<file path="config.mk">
export PLATFORM = sky130hd
export DESIGN_NAME = quant_ctrl_flat
export DESIGN_NICKNAME = d
export VERILOG_FILES = /design/src/rtl/quant_pkg.sv /design/src/rtl/quant_ctrl_if.sv /design/src/rtl/quant_ctrl.sv /design/src/flat_wrapper.sv
export SDC_FILE = /design/constraint.sdc
export NUM_CORES = 1
export LEC_CHECK = 0
export CORE_ASPECT_RATIO = 0.75
export CORE_MARGIN = 2
export CORE_UTILIZATION = 52
export CTS_CLUSTER_DIAMETER = 80
export CTS_CLUSTER_SIZE = 8
export DETAILED_ROUTE_END_ITERATION = 16
export GPL_TIMING_DRIVEN = 0
export PLACE_DENSITY = 0.89
export REMOVE_ABC_BUFFERS = 1
export SKIP_LAST_GASP = 1
export SYNTH_ARGS = -nofsm -noshare
export SYNTH_HDL_FRONTEND = slang
export SYNTH_SLANG_ARGS = --single-unit
</file>
<file path="constraint.sdc">
create_clock -name clk -period 2.9 [get_ports clk]
set_clock_uncertainty 0.05 [all_clocks]
set_input_delay 0.29 -clock clk [delete_from_list [all_inputs] [get_ports clk]]
set_output_delay 0.29 -clock clk [all_outputs]
set_load 0.02 [all_outputs]
</file>
<file path="src/rtl/quant_pkg.sv">
// -----------------------------------------------------------------------------
// quant_pkg
// Shared constants for the quantizer stage and its sequencer (quant_ctrl):
//   ROWS_PER_BLOCK_DEF : default rows per block
//   QUANT_LANES        : lanes per row
//   QUANT_IN_W         : quantizer input sample width
//   QUANT_OUT_W        : quantizer rounded output width
//   state_e            : sequencer state encoding (IDLE, RUN)
// -----------------------------------------------------------------------------
package quant_pkg;

    localparam int ROWS_PER_BLOCK_DEF = 8;
    localparam int QUANT_LANES        = 8;
    localparam int QUANT_IN_W         = 9;
    localparam int QUANT_OUT_W        = 8;

    typedef enum logic {
        IDLE = 1'b0,
        RUN  = 1'b1
    } state_e;

endpackage : quant_pkg

</file>
<file path="src/rtl/quant_ctrl_if.sv">
// -----------------------------------------------------------------------------
// quant_ctrl_if
// Row stream between the transform stage, the sequencer and the quantizer.
//   in_valid / in_ready   : upstream row handshake
//   out_ready             : downstream credit (high at t => out_valid at t+1 taken)
//   enable_output         : quantizer enable, same cycle as row data at its inputs
//   out_valid, out_row,
//   out_last_row,
//   block_done, frame_done: markers aligned with the quantizer registered outputs
// Modports: slave = sequencer side, master = upstream/downstream side.
// ROWS_PER_BLOCK must match the value given to quant_ctrl.
// -----------------------------------------------------------------------------
interface quant_ctrl_if
    import quant_pkg::*;
#(
    parameter int ROWS_PER_BLOCK = ROWS_PER_BLOCK_DEF
) ();

    localparam int ROW_W = $clog2(ROWS_PER_BLOCK);

    logic             in_valid;
    logic             in_ready;
    logic             out_ready;
    logic             enable_output;
    logic             out_valid;
    logic [ROW_W-1:0] out_row;
    logic             out_last_row;
    logic             block_done;
    logic             frame_done;

    modport slave (
        input  in_valid,
        input  out_ready,
        output in_ready,
        output enable_output,
        output out_valid,
        output out_row,
        output out_last_row,
        output block_done,
        output frame_done
    );

    modport master (
        output in_valid,
        output out_ready,
        input  in_ready,
        input  enable_output,
        input  out_valid,
        input  out_row,
        input  out_last_row,
        input  block_done,
        input  frame_done
    );

endinterface : quant_ctrl_if

</file>
<file path="src/rtl/quant_ctrl.sv">
// -----------------------------------------------------------------------------
// quant_ctrl
// Sequencer for the 8-lane quantizer. Accepts rows from the transform stage,
// drives the quantizer enable, counts rows per block and blocks per frame, and
// emits row/block/frame markers one cycle after acceptance so they line up with
// the quantizer's registered outputs.
// Ports:
//   clk, nrst   : clock (rising edge), asynchronous active-low reset
//   start       : frame start pulse, sampled only in IDLE
//   abort       : synchronous frame abort
//   num_blocks  : blocks in frame, latched on accepted start
//   row_if      : row stream (quant_ctrl_if.slave)
//   blk_idx     : index of block currently being accepted
//   busy        : RUN state or an output row still in flight
//   stall_cnt   : (QUANT_CTRL_STALL_CNT_EN only) RUN cycles with in_valid but
//                 no downstream credit; clears on accepted start, saturates
// Optional feature macro: QUANT_CTRL_STALL_CNT_EN
// -----------------------------------------------------------------------------
module quant_ctrl
    import quant_pkg::*;
#(
    parameter int ROWS_PER_BLOCK = ROWS_PER_BLOCK_DEF,
    parameter int BLK_CNT_W      = 16
) (
    input  logic                 clk,
    input  logic                 nrst,
    input  logic                 start,
    input  logic                 abort,
    input  logic [BLK_CNT_W-1:0] num_blocks,
    quant_ctrl_if.slave          row_if,
    output logic [BLK_CNT_W-1:0] blk_idx,
    output logic                 busy
`ifdef QUANT_CTRL_STALL_CNT_EN
    ,
    output logic [31:0]          stall_cnt
`endif
);

    localparam int               ROW_W    = $clog2(ROWS_PER_BLOCK);
    localparam logic [ROW_W-1:0] LAST_ROW = ROW_W'(ROWS_PER_BLOCK - 1);

    state_e               state_q, state_d;
    logic [ROW_W-1:0]     row_cnt_q, row_cnt_d;
    logic [BLK_CNT_W-1:0] blk_idx_q, blk_idx_d;
    logic [BLK_CNT_W-1:0] num_blocks_q, num_blocks_d;
    logic                 out_valid_q, out_valid_d;
    logic [ROW_W-1:0]     out_row_q, out_row_d;
    logic                 out_last_q, out_last_d;
    logic                 frame_done_q, frame_done_d;
`ifdef QUANT_CTRL_STALL_CNT_EN
    logic [31:0]          stall_cnt_q, stall_cnt_d;
`endif

    logic in_ready;
    logic accept;
    logic last_row;
    logic last_blk;

    assign in_ready = (state_q == RUN) && row_if.out_ready && !abort;
    assign accept   = row_if.in_valid && in_ready;
    assign last_row = (row_cnt_q == LAST_ROW);
    assign last_blk = (blk_idx_q == (num_blocks_q - BLK_CNT_W'(1)));

    // NOTE: every signal assigned below gets a default first, so no path can
    // leave it unassigned and infer a latch.
    always_comb begin
        state_d      = state_q;
        row_cnt_d    = row_cnt_q;
        blk_idx_d    = blk_idx_q;
        num_blocks_d = num_blocks_q;
        // Markers describe the row accepted this cycle; all zero otherwise.
        out_valid_d  = accept;
        out_row_d    = accept ? row_cnt_q : '0;
        out_last_d   = accept && last_row;
        frame_done_d = accept && last_row && last_blk;
`ifdef QUANT_CTRL_STALL_CNT_EN
        stall_cnt_d  = stall_cnt_q;
        if ((state_q == RUN) && row_if.in_valid && !row_if.out_ready &&
            (stall_cnt_q != '1)) begin
            stall_cnt_d = stall_cnt_q + 32'd1;
        end
`endif

        unique case (state_q)
            IDLE: begin
                // start beats abort here; abort has no meaning outside RUN.
                if (start) begin
                    if (num_blocks != '0) begin
                        state_d      = RUN;
                        num_blocks_d = num_blocks;
                        row_cnt_d    = '0;
                        blk_idx_d    = '0;
`ifdef QUANT_CTRL_STALL_CNT_EN
                        stall_cnt_d  = '0;
`endif
                    end else begin
                        // Empty frame completes immediately.
                        frame_done_d = 1'b1;
                    end
                end
            end
            RUN: begin
                if (abort) begin
                    state_d   = IDLE;
                    row_cnt_d = '0;
                    blk_idx_d = '0;
                end else if (accept) begin
                    if (last_row) begin
                        row_cnt_d = '0;
                        if (last_blk) begin
                            state_d   = IDLE;
                            blk_idx_d = '0;
                        end else begin
                            blk_idx_d = blk_idx_q + BLK_CNT_W'(1);
                        end
                    end else begin
                        row_cnt_d = row_cnt_q + ROW_W'(1);
                    end
                end
            end
            default: state_d = IDLE;
        endcase
    end

    // NOTE: state is updated with non-blocking assignments so every flop
    // samples the pre-edge values, independent of statement order.
    always_ff @(posedge clk or negedge nrst) begin
        if (!nrst) begin
            state_q      <= IDLE;
            row_cnt_q    <= '0;
            blk_idx_q    <= '0;
            num_blocks_q <= '0;
            out_valid_q  <= 1'b0;
            out_row_q    <= '0;
            out_last_q   <= 1'b0;
            frame_done_q <= 1'b0;
`ifdef QUANT_CTRL_STALL_CNT_EN
            stall_cnt_q  <= '0;
`endif
        end else begin
            state_q      <= state_d;
            row_cnt_q    <= row_cnt_d;
            blk_idx_q    <= blk_idx_d;
            num_blocks_q <= num_blocks_d;
            out_valid_q  <= out_valid_d;
            out_row_q    <= out_row_d;
            out_last_q   <= out_last_d;
            frame_done_q <= frame_done_d;
`ifdef QUANT_CTRL_STALL_CNT_EN
            stall_cnt_q  <= stall_cnt_d;
`endif
        end
    end

    assign row_if.in_ready      = in_ready;
    assign row_if.enable_output = accept;
    assign row_if.out_valid     = out_valid_q;
    assign row_if.out_row       = out_row_q;
    assign row_if.out_last_row  = out_last_q;
    // A block ends exactly on its last row, so both markers share one flop.
    assign row_if.block_done    = out_last_q;
    assign row_if.frame_done    = frame_done_q;
    assign blk_idx              = blk_idx_q;
    assign busy                 = (state_q == RUN) || out_valid_q;
`ifdef QUANT_CTRL_STALL_CNT_EN
    assign stall_cnt            = stall_cnt_q;
`endif

endmodule : quant_ctrl

</file>
<file path="src/flat_wrapper.sv">
// flat-port wrapper written by rule: the top's interface ports become plain ports
module quant_ctrl_flat import quant_pkg::*;
#(
    parameter int ROWS_PER_BLOCK = ROWS_PER_BLOCK_DEF,
    parameter int BLK_CNT_W      = 16
)
  (clk, nrst, start, abort, num_blocks, blk_idx, busy, row_if_in_valid, row_if_out_ready, row_if_in_ready, row_if_enable_output, row_if_out_valid, row_if_out_row, row_if_out_last_row, row_if_block_done, row_if_frame_done);
  quant_ctrl_if #(.ROWS_PER_BLOCK(ROWS_PER_BLOCK)) row_if_i ();
  input  logic clk;
  input  logic nrst;
  input  logic start;
  input  logic abort;
  input  logic [BLK_CNT_W-1:0] num_blocks;
  output logic [BLK_CNT_W-1:0] blk_idx;
  output logic busy;
  input wire logic [$bits(row_if_i.in_valid)-1:0] row_if_in_valid;
  input wire logic [$bits(row_if_i.out_ready)-1:0] row_if_out_ready;
  output wire logic [$bits(row_if_i.in_ready)-1:0] row_if_in_ready;
  output wire logic [$bits(row_if_i.enable_output)-1:0] row_if_enable_output;
  output wire logic [$bits(row_if_i.out_valid)-1:0] row_if_out_valid;
  output wire logic [$bits(row_if_i.out_row)-1:0] row_if_out_row;
  output wire logic [$bits(row_if_i.out_last_row)-1:0] row_if_out_last_row;
  output wire logic [$bits(row_if_i.block_done)-1:0] row_if_block_done;
  output wire logic [$bits(row_if_i.frame_done)-1:0] row_if_frame_done;
  assign row_if_i.in_valid = row_if_in_valid;
  assign row_if_i.out_ready = row_if_out_ready;
  assign row_if_in_ready = row_if_i.in_ready;
  assign row_if_enable_output = row_if_i.enable_output;
  assign row_if_out_valid = row_if_i.out_valid;
  assign row_if_out_row = row_if_i.out_row;
  assign row_if_out_last_row = row_if_i.out_last_row;
  assign row_if_block_done = row_if_i.block_done;
  assign row_if_frame_done = row_if_i.frame_done;
  quant_ctrl #(.ROWS_PER_BLOCK(ROWS_PER_BLOCK), .BLK_CNT_W(BLK_CNT_W)) u_core (.clk(clk), .nrst(nrst), .start(start), .abort(abort), .num_blocks(num_blocks), .row_if(row_if_i), .blk_idx(blk_idx), .busy(busy));
endmodule
</file>
==> results of run 1 <==
-- synth_stat cells, types with 3 or more instances --
cell	instances	area, sq um
nand2_1	21	78.8
dfrtp_1	42	1050
xnor2_1	12	105
buf_6	3	33.8
nand4_1	4	25.0
o211ai_1	3	22.5
ha_1	4	50.1
or3_1	5	31.3
a22o_1	5	43.8
o22ai_1	3	18.8
nor4_1	7	43.8
nor3_1	5	25.0
clkbuf_1	6	22.5
nor2_1	16	60.1
o21ai_0	11	55.1
xor2_1	9	78.8
nand3b_1	4	30.0
inv_1	7	26.3
a21o_1	9	67.6
and2_1	4	25.0
mux2_2	13	146
nand3_1	17	85.1
and3_1	3	18.8
nor2b_1	5	31.3
nand2b_1	6	37.5
a21oi_1	12	60.1
-- sequential cells by signal (all words and copies together) (netlist names) --
name                      flops
u_core.row_cnt_q              3
u_core.blk_idx               16
u_core.num_blocks_q          16
u_core.state_q                1
u_core.row_if.frame_done      1
u_core.row_if.block_done      1
u_core.row_if.out_row         3
u_core.row_if.out_valid       1
-- kinds of logic after synthesis --
logic type,share of synthesized area
buffers and inverters,0.0382
DFF,0.412
AOI/OAI and AO/OA,0.144
xor gates and xnor gates,0.0721
adders and majority gates,0.0196
muxes,0.0613
and+or+nand+nor,0.253
-- layout by cell type, fill, tap and decap left out, drive strengths merged, types with 7 or more instances in the layout --
cell type / count
clkdlybuf4s50: 46
a21o: 9
mux2: 13
xor2: 9
inv: 7
a21oi: 12
o21ai: 11
nor2: 18
nand3: 17
nor4: 10
dfrtp: 42
xnor2: 12
nand2: 21
-- metal layers --
layer | part of all wire | wire (um)
met5 | 0 | 0
met1 | 0.44 | 2820
met2 | 0.48 | 3030
met3 | 0.061 | 385
met4 | 0.019 | 121
-- final timing paths --
check                                            start             endpoint  slack (ns)  depth (start not counted)
worst min register to register     u_core.row_cnt_q[2]  u_core.row_cnt_q[2]        0.49                          2
min in group clk                   u_core.row_cnt_q[2]  u_core.row_cnt_q[2]        0.49                          2
worst max-delay path            u_core.num_blocks_q[0]   u_core.blk_idx[13]        0.18                         10
worst min-delay path                              nrst    u_core.blk_idx[1]        0.37                          2
max in group asynchronous                         nrst   u_core.blk_idx[13]        1.97                          3
worst max register to register  u_core.num_blocks_q[0]   u_core.blk_idx[13]        0.18                         10
-- worst max-delay path, cell delays in order, from the launching register on --
cell	delay (ns)
dfrtp_1	0.47
inv_1	0.09
ha_1	0.30
nor2b_2	0.22
a311o_1	0.35
o22ai_1	0.13
a21oi_1	0.10
nor4_4	0.38
buf_4	0.22
nor2_2	0.04
a221o_1	0.25
-- metrics by stage --
step	setup TNS (ns)	instances	total power, mW	hold WS (ns)
5_1_grt	0	376	1.57	0.396
3_5_place_dp	-8.31	365	1.09	0.175
4_1_cts	0	376	1.49	0.374
3_3_place_gp	-17.22	363	1.06	0.457
2_1_floorplan	0	256	0.956	-0.0556
6_report	0	376	1.49	0.372
-- timing repair --
item | 4_1_cts | 5_1_grt
hold buffers | 1 | 0
pin swaps | 1 | 0
gates cloned | 0 | 0
setup endpoints to repair | 18 | 3
hold endpoints to repair | 14 | 0
gates resized for setup | 2 | 1
buffers inserted | 2 | 0
-- report_power, final --
group	switching, mW	total (mW)	internal [mW]
Combinational	0.178	0.354	0.177
Sequential	0.0984	0.737	0.639
Clock	0.225	0.394	0.169
-- cell type report --
| cell class | instances | area [sq um] | area share |
|---|---|---|---|
| sequential | 42 | 1050 | 0.329 |
| clock buffer | 5 | 68.8 | 0.0216 |
| clock inverter | 3 | 21.3 | 0.00666 |
| multi-input combinational | 207 | 1420 | 0.446 |
| tap | 60 | 75.1 | 0.0235 |
| inverter | 7 | 26.3 | 0.00823 |
| timing repair buffer | 52 | 526 | 0.165 |
==> results.txt, run 1 <==
----------------------------------------------------
[Detailed routing]
  First drt pass iteration count ... 4
  Detailed-route vias per instance ... 5.96
  Antenna-violating nets left ... 0
  Total via count in the routed design ... 2,241
  Final wirelength ... 6350 um
  Number of DRC markers after the initial detailed-route iteration ... 137
  Post-detailed-route DRC marker count ... 0
  WL per Instance ... 16.9 um

[GRT]
  Global routing's busiest layer ... met2
  Maximum number of pins on one net before global-route repair ... 29
  Number of global-route vias before repair ... 2,232
  Gr usage total ... 0.250
  Wire length of the first global-routing pass ... 10,700 um
  Met1 routing resource usage after global routing ... 0.334
  Met3 track demand over resource ... 0.0599
  Antenna violations before repair ... 0
  Met2 layer usage reported by global route ... 0.399
  GRT Residual Overflow ... 0

[Synth]
  Primary flip-flop cell chosen by synthesis mapping ... dfrtp_1
  Synthesized instance count ... 267
  Fraction of registers with async set/reset ... 1.00
  Seq/Total Area, Yosys ... 0.412
  Number of warnings printed during yosys synthesis ... 0
  Flop and latch count out of synthesis ... 42
  Average cell area after synthesis ... 9.56 sq um
  Number of flops mapped to enable cells by yosys ... 0
  Cell variety after synth ... 47
  Post-synthesis instance area ... 2550 sq um

[Setup path]
  Setup CP Type ... flop to flop
  Crit path capture type ... flop
  Startpoint kind of the worst setup timing path ... flop
  Required time reported for the critical path endpoint ... 3.05 ns
  Crit Path Max Fanout ... 7
  Worst endpoint data arrival time ... 2.87 ns

[STA]
  Max-slew violations ... 0
  Fin crit share ... 0.939
  Relative slew margins ... 0.532
  Final hold vios ... 0
  Final WS setup ... 0.176 ns
  Worst slew pin tran ... 0.702 ns
  Fmax ... 0.367 GHz
  Total of endpoints with negative setup slack in the final report ... 0
  RSZ-0062 raised after global routing ... false
  Clock period minus final worst setup slack ... 2.72 ns

[Min path]
  Hold crit path type ... input pin to async pin

[Cells and area]
  Final standard cell utilization of the core ... 0.663
  Share of layout cells above drive strength 1 ... 0.120
  Fill cell instance count of the final layout ... 382
  Area Growth Syn to Fin ... 25.0%
  Antenna cell count ... 0
  Nets@finish ... 341
  Finished Cell Area ... 3190 sq um

[Floorplanning]
  Total core area ... 4820 sq um
  Die height ... 64.7 um
  Count of pins on the block boundary ... 48
  FP Rows ... 22
  Total die area ... 5490 sq um
  Starting Density ... 0.530
  Die X ... 84.9 um

[CTS]
  Number of CTS-inserted buffers ... 5
  Clock slew at reported path FFs ... 0.09 ns
  Clock tree root buffer cell ... clkbuf_8
  TritonCTS Sinks ... 42
  Clock insertion delay at the later pin of the skew report ... 0.31 ns
  Number of H-tree levels ... 2
  Maximum buffer depth of the clock tree ... 2
  TritonCTS clock tree ... done

[Placed design]
  Number of I/O port buffers ... 47
  Setup WS pre-CTS ... -0.669 ns
  Hpwl dp ... 4540 um
  Final weighted congestion in routability-driven placement ... 0.868
  Placed inst area ... 3060 sq um

[Power]
  Leakage power ... 1.37 nW
  Total power density per cell area ... 465 nW/um^2
  Maximum resistive drop on vdd ... 291 uV

[Run]
  Max cap viols ... 0

[Outcome]
  Status ... finished clean

----------------------------------------------------
Note: power is estimated with default switching activity, not from simulation.
==> run 2, diff against run 1 <==
- SKIP_LAST_GASP: 1 -> unset
==> results of run 2 <==
No change in the layout: final DEF, timing and power equal those of run 1.
